### config.mk
export PLATFORM = sky130hd
export DESIGN_NAME = ps2_keyboard_decoder
export DESIGN_NICKNAME = d
export VERILOG_FILES = /design/src/rtl/ps2_pkg.sv /design/src/rtl/ps2_rx_frame.sv /design/src/rtl/ps2_keyboard_decoder.sv
export SDC_FILE = /design/constraint.sdc
export NUM_CORES = 1
export LEC_CHECK = 0
export BUFFER_PORTS_ARGS = -buffer_cell sky130_fd_sc_hd__buf_2
export CAP_MARGIN = 0
export CORE_MARGIN = 5
export CORE_UTILIZATION = 60
export CTS_BUF_LIST = sky130_fd_sc_hd__clkbuf_8
export CTS_CLUSTER_SIZE = 20
export DETAILED_ROUTE_END_ITERATION = 8
export GPL_ROUTABILITY_DRIVEN = 0
export PLACE_DENSITY = 0.78
export SYNTH_ARGS = -nofsm -noshare
export SYNTH_HDL_FRONTEND = slang
export SYNTH_SLANG_ARGS = --single-unit
### constraint.sdc
create_clock -name clk -period 2.3 [get_ports clk]
set_input_delay 0.115 -clock clk [delete_from_list [all_inputs] [get_ports clk]]
set_output_delay 0.115 -clock clk [all_outputs]
set_load 0.005 [all_outputs]
### src/rtl/ps2_pkg.sv
// rtl/ps2_pkg.sv - PS/2 set-2 protocol constants and scan-code to ASCII lookup
package ps2_pkg;

  localparam logic [7:0] PS2_BREAK  = 8'hF0;
  localparam logic [7:0] PS2_EXT    = 8'hE0;
  localparam logic [7:0] PS2_LSHIFT = 8'h12;
  localparam logic [7:0] PS2_RSHIFT = 8'h59;

  // US layout; shift upper-cases letters and selects the symbol row on digits
  function automatic logic [7:0] scan_to_ascii(input logic [7:0] code, input logic shift);
    logic [7:0] a;
    a = 8'h00;
    case (code)
      8'h1C: a = 8'h61;  8'h32: a = 8'h62;  8'h21: a = 8'h63;  8'h23: a = 8'h64;
      8'h24: a = 8'h65;  8'h2B: a = 8'h66;  8'h34: a = 8'h67;  8'h33: a = 8'h68;
      8'h43: a = 8'h69;  8'h3B: a = 8'h6A;  8'h42: a = 8'h6B;  8'h4B: a = 8'h6C;
      8'h3A: a = 8'h6D;  8'h31: a = 8'h6E;  8'h44: a = 8'h6F;  8'h4D: a = 8'h70;
      8'h15: a = 8'h71;  8'h2D: a = 8'h72;  8'h1B: a = 8'h73;  8'h2C: a = 8'h74;
      8'h3C: a = 8'h75;  8'h2A: a = 8'h76;  8'h1D: a = 8'h77;  8'h22: a = 8'h78;
      8'h35: a = 8'h79;  8'h1A: a = 8'h7A;
      8'h45: a = shift ? 8'h29 : 8'h30;
      8'h16: a = shift ? 8'h21 : 8'h31;
      8'h1E: a = shift ? 8'h40 : 8'h32;
      8'h26: a = shift ? 8'h23 : 8'h33;
      8'h25: a = shift ? 8'h24 : 8'h34;
      8'h2E: a = shift ? 8'h25 : 8'h35;
      8'h36: a = shift ? 8'h5E : 8'h36;
      8'h3D: a = shift ? 8'h26 : 8'h37;
      8'h3E: a = shift ? 8'h2A : 8'h38;
      8'h46: a = shift ? 8'h28 : 8'h39;
      8'h29: a = 8'h20;
      8'h5A: a = 8'h0D;
      8'h66: a = 8'h08;
      8'h0D: a = 8'h09;
      8'h76: a = 8'h1B;
      default: a = 8'h00;
    endcase
    if (shift && (a >= 8'h61) && (a <= 8'h7A)) begin
      a = a - 8'h20;
    end
    return a;
  endfunction

endpackage

### src/rtl/ps2_rx_frame.sv
// rtl/ps2_rx_frame.sv - PS/2 pin synchroniser, glitch filter and 11-bit frame receiver
module ps2_rx_frame
  import ps2_pkg::*;
#(
  parameter int FILTER_LEN     = 8,
  parameter int TIMEOUT_CYCLES = 100000
) (
  input  logic       clk,
  input  logic       reset_n,
  input  logic       ps2_clk_async,
  input  logic       ps2_data_async,
  output logic [7:0] data_byte,
  output logic       byte_valid
);

  localparam int CW = $clog2(FILTER_LEN + 1);
  localparam int TW = $clog2(TIMEOUT_CYCLES + 1);

  // index 0 = ps2 clock line, index 1 = ps2 data line
  logic [1:0]    sync1;
  logic [1:0]    sync2;
  logic [1:0]    filt;
  logic [CW-1:0] filt_cnt [2];
  logic          clk_prev;
  logic          clk_fall;

  logic [9:0]    shreg;
  logic [10:0]   frame_next;
  logic          frame_ok;
  logic [3:0]    bit_cnt;
  logic [TW-1:0] timer;

  // 2-FF synchroniser then a level filter that needs FILTER_LEN identical samples
  always_ff @(posedge clk) begin
    if (!reset_n) begin
      sync1 <= 2'b11;
      sync2 <= 2'b11;
      filt  <= 2'b11;
      for (int i = 0; i < 2; i++) begin
        filt_cnt[i] <= '0;
      end
      clk_prev <= 1'b1;
    end else begin
      sync1    <= {ps2_data_async, ps2_clk_async};
      sync2    <= sync1;
      clk_prev <= filt[0];
      for (int i = 0; i < 2; i++) begin
        if (sync2[i] == filt[i]) begin
          filt_cnt[i] <= '0;
        end else if (filt_cnt[i] == CW'(FILTER_LEN - 1)) begin
          filt[i]     <= sync2[i];
          filt_cnt[i] <= '0;
        end else begin
          filt_cnt[i] <= filt_cnt[i] + 1'b1;
        end
      end
    end
  end

  assign clk_fall   = clk_prev & ~filt[0];
  // bits arrive LSB first, so the frame fills from the top: [0]=start .. [10]=stop
  assign frame_next = {filt[1], shreg};
  assign frame_ok   = ~frame_next[0] & frame_next[10] & (^frame_next[9:1]);

  // shift one bit per filtered falling edge; abandon a stalled partial frame
  always_ff @(posedge clk) begin
    if (!reset_n) begin
      shreg      <= '0;
      bit_cnt    <= '0;
      timer      <= '0;
      data_byte  <= '0;
      byte_valid <= 1'b0;
    end else begin
      byte_valid <= 1'b0;
      if (clk_fall) begin
        timer <= '0;
        shreg <= frame_next[10:1];
        if (bit_cnt == 4'd10) begin
          bit_cnt <= '0;
          if (frame_ok) begin
            data_byte  <= frame_next[8:1];
            byte_valid <= 1'b1;
          end
        end else begin
          bit_cnt <= bit_cnt + 4'd1;
        end
      end else if (bit_cnt != 4'd0) begin
        if (timer == TW'(TIMEOUT_CYCLES - 1)) begin
          bit_cnt <= '0;
          timer   <= '0;
        end else begin
          timer <= timer + 1'b1;
        end
      end else begin
        timer <= '0;
      end
    end
  end

endmodule

### src/rtl/ps2_keyboard_decoder.sv
// rtl/ps2_keyboard_decoder.sv - PS/2 keyboard decoder top; PS2_SHIFT_EN enables shift tracking
module ps2_keyboard_decoder
  import ps2_pkg::*;
#(
  parameter int FILTER_LEN     = 8,
  parameter int TIMEOUT_CYCLES = 100000
) (
  input  logic       clk,
  input  logic       reset_n,
  input  logic       ps2_clk_async,
  input  logic       ps2_data_async,
  output logic [7:0] scan_code,
  output logic [7:0] ascii_code,
  output logic       key_pressed,
  output logic       key_released
);

  logic [7:0] data_byte;
  logic       byte_valid;
  logic       brk_flag;
  logic       ext_flag;
  logic       shift_held;

  ps2_rx_frame #(
    .FILTER_LEN     (FILTER_LEN),
    .TIMEOUT_CYCLES (TIMEOUT_CYCLES)
  ) u_rx (
    .clk            (clk),
    .reset_n        (reset_n),
    .ps2_clk_async  (ps2_clk_async),
    .ps2_data_async (ps2_data_async),
    .data_byte      (data_byte),
    .byte_valid     (byte_valid)
  );

`ifndef PS2_SHIFT_EN
  assign shift_held = 1'b0;
`endif

  // prefix tracking and make/break interpretation of each received byte
  always_ff @(posedge clk) begin
    if (!reset_n) begin
      scan_code    <= '0;
      ascii_code   <= '0;
      key_pressed  <= 1'b0;
      key_released <= 1'b0;
      brk_flag     <= 1'b0;
      ext_flag     <= 1'b0;
`ifdef PS2_SHIFT_EN
      shift_held   <= 1'b0;
`endif
    end else begin
      key_released <= 1'b0;
      if (byte_valid) begin
        if (data_byte == PS2_EXT) begin
          ext_flag <= 1'b1;
        end else if (data_byte == PS2_BREAK) begin
          brk_flag <= 1'b1;
`ifdef PS2_SHIFT_EN
        end else if ((data_byte == PS2_LSHIFT) || (data_byte == PS2_RSHIFT)) begin
          shift_held <= ~brk_flag;
          brk_flag   <= 1'b0;
          ext_flag   <= 1'b0;
`endif
        end else if (!brk_flag) begin
          scan_code   <= data_byte;
          ascii_code  <= ext_flag ? 8'h00 : scan_to_ascii(data_byte, shift_held);
          key_pressed <= 1'b1;
          ext_flag    <= 1'b0;
        end else begin
          key_released <= 1'b1;
          if (data_byte == scan_code) begin
            key_pressed <= 1'b0;
          end
          brk_flag <= 1'b0;
          ext_flag <= 1'b0;
        end
      end
    end
  end

endmodule

### Word-level counts from Yosys, hierarchy flattened

Memory sizes are Yosys's and may differ from the RTL's.
Index checks and enable logic that the tools add are counted.

* flip-flop bits (word level): 67
* bits in writable memories: 8
* input bits: 4
* output and inout bits: 18
* word-level logic and storage cells: 149
* memories: 1

* add/subtract/negate cells: 4
* equality and inequality tests: 52
* multiplexer cells: 42
* bitwise logic cells: 19
* reductions and logical operators: 15

Memory list
* u_rx.filt_cnt: words 2, width 4, read ports 2, clocked after memory_dff 0, wr ports 2, RTL line ps2_rx_frame.sv:23 `logic [CW-1:0] filt_cnt [2];`

Operator list (number)
* 7-bit one-hot mux with 41 select lines: 1
* 8-bit by 6-bit equality test with 1-bit output, second input constant: 23
* 8-bit by 7-bit equality test with 1-bit output, second input constant: 10
* 8-bit by 5-bit equality test with 1-bit output, second input constant: 7
* 4-bit two-way mux: 10
* 1-bit two-way mux: 30
* 17-bit by 1-bit adder with 17-bit output, second input constant: 1
* 17-bit equality test, second input constant: 1
* 8-bit equality test, second input constant: 2
* 4-bit by 1-bit adder with 4-bit output, second input constant: 3
* 1-bit inverter: 10
* 2-bit AND reduction: 5
* 9-bit XOR reduction: 1
* 4-bit by 3-bit equality test with 1-bit output, second input constant: 2
* 8-bit by 4-bit equality test with 1-bit output, second input constant: 1
* 8-bit equality test: 1
* 8-bit two-way mux: 1
* 4-bit AND reduction: 2
* 4-bit OR reduction: 2
* 1-bit bitwise OR: 6
* 3-bit AND reduction: 2
* 4-bit equality test, second input constant: 1
* 2-bit nonzero test: 2
* 4-bit nonzero test: 1
* other kinds (4): 7

### Depth between registers and ports, before layout

An unclocked memory read counts as a cell.

* word-level depth: 8
* depth in mapped cells: 9
* mapped depth without buffers: 8

### Hierarchy

From an unflattened synthesis, not the netlist that was laid out.

* cell total of the unflattened synthesis: 508
* area total of the unflattened synthesis: 4350.4 um^2

By module, submodules not included
* ps2_rx_frame: times used 1, cells each 258, area each 2466.1 um^2, seq. area each 1181.1 um^2
* ps2_keyboard_decoder: times used 1, cells each 250, area each 1884.3 um^2, seq. area each 380.4 um^2

### Worst setup path after synthesis

No wires, ideal clock.

* kind: flip-flop to flip-flop
* from: reg u_rx.data_byte[2]
* to: reg ascii_code[0]
* library setup time: 0.120 ns
* arrival time: 1.661 ns
* required time: 2.180 ns
* setup slack: 0.519 ns
* cell stages (with the launch flop): 8
* buffers on the path: 1
* clock period less this slack: 1.781 ns
* cells stage by stage: dfxtp_1 buf_6 or4_4 o21ai_4 nor2_2 nand3b_4 nor3_1 a211o_1

* word-level cells in the longest chain between the ends: 3
* elaborated cells between the ends (all ways): 48
* those cells by class: eq/ne (43); mux (2); bitwise (2); reduce/logical (1)

RTL lines
* from (decl): RTL line ps2_rx_frame.sv:12 `output logic [7:0] data_byte,`
* from (signal assigned): RTL line ps2_rx_frame.sv:81 `data_byte <= frame_next[8:1];`
* 8-bit by 7-bit equality test with 1-bit output (tied with other cells): RTL line ps2_pkg.sv:13 `case (code)`
* 7-bit one-hot mux with 41 select lines / 1-bit inverter (equally long branches)
* 8-bit two-way mux / 4-bit AND reduction (equally long branches)
* to (signal assigned): RTL line ps2_keyboard_decoder.sv:67 `ascii_code <= ext_flag ? 8'h00 : scan_to_ascii(data_byte, shift_held);`
* to (decl): RTL line ps2_keyboard_decoder.sv:13 `output logic [7:0] ascii_code,`

Several ways; a longest one is shown, not always the timed one.
A chain may end at the register's enable or synchronous reset.

### Worst setup path after layout

* from: reg u_rx.data_byte[4]
* to: reg ascii_code[3]

Same word-level chain as after synthesis.

==> results.py <==
metrics = {
    "synthesis": {
        "yosysWarningCount": 0,
        "synthCells": 488,
        "yosysUniqueCellTypes": 74,
        "yosysSeqAreaShare_pct": 37.3,
        "yosysMostFrequentCell": "dfxtp_1",
        "synth_top_area_share_pct": 31.6,
        "avgSynthCellArea_um2": 8.58,
        "synth_largest_area_cell": "dfxtp_1",
        "ys_async_sr_fraction_pct": 0,
        "synthTopCellsByCount": "dfxtp_1, nand2_1, nor2_1, nand3_1, xnor2_1",
        "ys_seq_elements": 74,
        "syn-cell-area_um2": 4190,
        "yosys_most_used_dff": "dfxtp_1",
        "synth.area.top_cells": "dfxtp_1, edfxtp_1, nand2_1, nor2_1, xnor2_1",
        "synth_edf_count": 8,
    },
    "critical_path": {
        "slowest_stage": "dfxtp_1",
        "r2r-start": "u_rx.data_byte[4]",
        "cp_top_family": "simple AND/OR/NAND/NOR gates",
        "startpoint_type": "flip-flop",
        "crit_cells": 5,
        "cp_max_fo": 17,
        "reg2reg_depth": 5,
        "cp_cell_sequence": "nor4b_2, nand2_1, o31ai_1, nor4b_1, o21ai_0",
        "cp-end-kind": "flip-flop",
        "regToRegEndpoint": "ascii_code[3]",
        "arrival_ps": 2430,
        "cp.required_ps": 2570,
        "path_buf_inv": 0,
        "r2r_slack_ps": 130,
        "critPathKind": "flip-flop to flip-flop",
        "critPathMaxStageDelay_ps": 700,
    },
    "cells_and_area": {
        "fin_area_um2": 4650,
        "layoutNonFillerInstCount": 619,
        "layout-drive-gt1-share_pct": 13.4,
        "antenna_cells": 0,
        "nets": 528,
        "area_growth_pct": 11.2,
        "post-route-util_pct": 68.5,
    },
    "clock_tree": {
        "cts_root_buffer": "clkbuf_8",
        "clock_insertion_delay_worst_skew_ps": 350,
        "numCtsBuffers": 9,
        "path_clk_slew_ps": 70,
        "h-tree-depth": 3,
        "cts-resized-gates": 0,
        "clk_path_buf_depth": 2,
        "clkSinkCount": 74,
        "cts_tree": "built",
    },
    "global_routing": {
        "grt_max_degree": 18,
        "grt_pass1_wl_mm": 14.8,
        "grt_pass1_vias": 3195,
        "grt-ovfl-total": 0,
        "antenna_found_initial": 0,
        "grt_usage_pct": 21.3,
    },
    "place": {
        "port_buffers": 20,
        "place_area_um2": 4420,
        "dp.cells": 601,
        "pre_cts_ws_ps": 208,
        "dp_hpwl_mm": 6.31,
    },
    "routing": {
        "drc": 0,
        "wl_per_cell_um": 14.4,
        "viasPerCell": 5.73,
        "drtIter0Drc": 289,
        "firstDrtPassIters": 5,
        "antenna_left": 0,
        "num_vias": 3546,
        "routed_wl_mm": 8.89,
    },
    "timing": {
        "hold_viol": 0,
        "setup_ws_ps": 135,
        "tightest_slew_ps": 766,
        "slew-limit-headroom_pct": 48.8,
        "fin_crit_ps": 2170,
        "finalSetupViolations": 0,
        "fin_skew_ps": 12.8,
        "finalCritPeriodShare_pct": 94.1,
        "final_max_slew_viol_count": 0,
        "totalNegativeSetupSlack_ps": 0,
        "fmax_mhz": 462,
        "hold_slack_ps": 196,
        "rsz0062_at_grt": "true",
    },
    "floorplanning": {
        "floorplan.die_area_um2": 8750,
        "rows": 30,
        "num_io_pins": 22,
        "fp.dieH_um": 93.5,
        "core_um2": 6790,
        "die_w_um": 93.5,
        "start_util_pct": 61.6,
    },
    "min_path": {
        "min_from": "reset_n",
        "min_to": "u_rx.shreg[5]",
        "holdPathStages": 2,
        "hp-class": "input pin to flip-flop",
    },
    "power_and_ir_drop": {
        "p_leak_nw": 1.65,
        "power_density_nw_per_um2": 518,
        "p_total_mw": 2.41,
        "vdd_drop_max_v": 0.000320,
    },
    "outcome": {
        "status": "complete, no violations",
    },
    "job": {
        "maxCapViolations": 0,
    },
}
power by group:
group	switching (mW)	internal [mW]
Combinational	0.0254	0.0221
Clock	0.499	0.543
Sequential	0.00572	1.31
metal layers:
layer	vias to the layer above	share of wire (%)	track usage, %
met5	-	0	0
met4	0	1.6	7.33
met3	19	8.2	5.71
met2	139	46	33.4
met1	1623	45	28.2
li1	1765	-	-
cells by family (layout without fill, tap and decap cells):
kind of cell               after synthesis  count (layout)  share of synthesized area (%)
AOI/OAI and AO/OA                       85              85                           14.9
and+or+nand+nor                        230             230                           29.8
muxes                                   13              13                           3.11
DFF                                     74              74                           37.3
buffers and inverters                   40              68                           4.63
adders and majority gates                6               6                           1.79
xor gates and xnor gates                38              38                           8.28
other                                    2               9                          0.179
layout make-up:
cell class / instances / area [um2]
inverters: 11 / 41.3
well taps: 96 / 120
multi-input cells: 381 / 2460
clock buffers: 10 / 138
fillers: 561 / 2140
clock inverters: 6 / 72.6
flip-flops and latches: 74 / 1560
repair buffers: 41 / 263
state kept, by name, summed over array words and instances (netlist names), 2 cells and up:
signal and count:
ascii_code 7, u_rx.filt_cnt 8, u_rx.sync1 2, scan_code 8, u_rx.timer 17, u_rx.shreg 10, u_rx.filt 2, u_rx.data_byte 8
u_rx.sync2 2, u_rx.bit_cnt 4
how the worst max path moves through the flow:
stage                      startpoint       endpoint  slack (ps)
floorplan           u_rx.data_byte[2]  ascii_code[0]         520
finish              u_rx.data_byte[4]  ascii_code[3]         130
CTS                 u_rx.data_byte[4]  ascii_code[3]         200
global route        u_rx.data_byte[4]  ascii_code[3]         -40
global placement    u_rx.data_byte[4]  ascii_code[3]         240
detailed placement  u_rx.data_byte[4]  ascii_code[3]         210
worst reg2reg max path, delay by kind of cell, from the launching register on:
kind / cells / cell delay, ps
flops: 1 / 700
simple gates: 3 / 900
compound gates: 2 / 490
what timing repair did:
action                                  4_1_cts  5_1_grt
buffers inserted                              0        0
hold buffers                                  2        0
endpoints found under the setup margin        0        2
hold endpoints to repair                      2        0
cells in the final DEF (no fill, tap or decap), types with 13 or more instances in the layout:
master / count
nor2b_1: 18
nand2b_1: 14
buf_2: 20
dfxtp_1: 66
nand2_1: 64
nor2_1: 49
xor2_1: 17
buf_4: 19
xnor2_1: 20
nand3_1: 23
mux2i_1: 13
(Power assumes the default switching activity.)
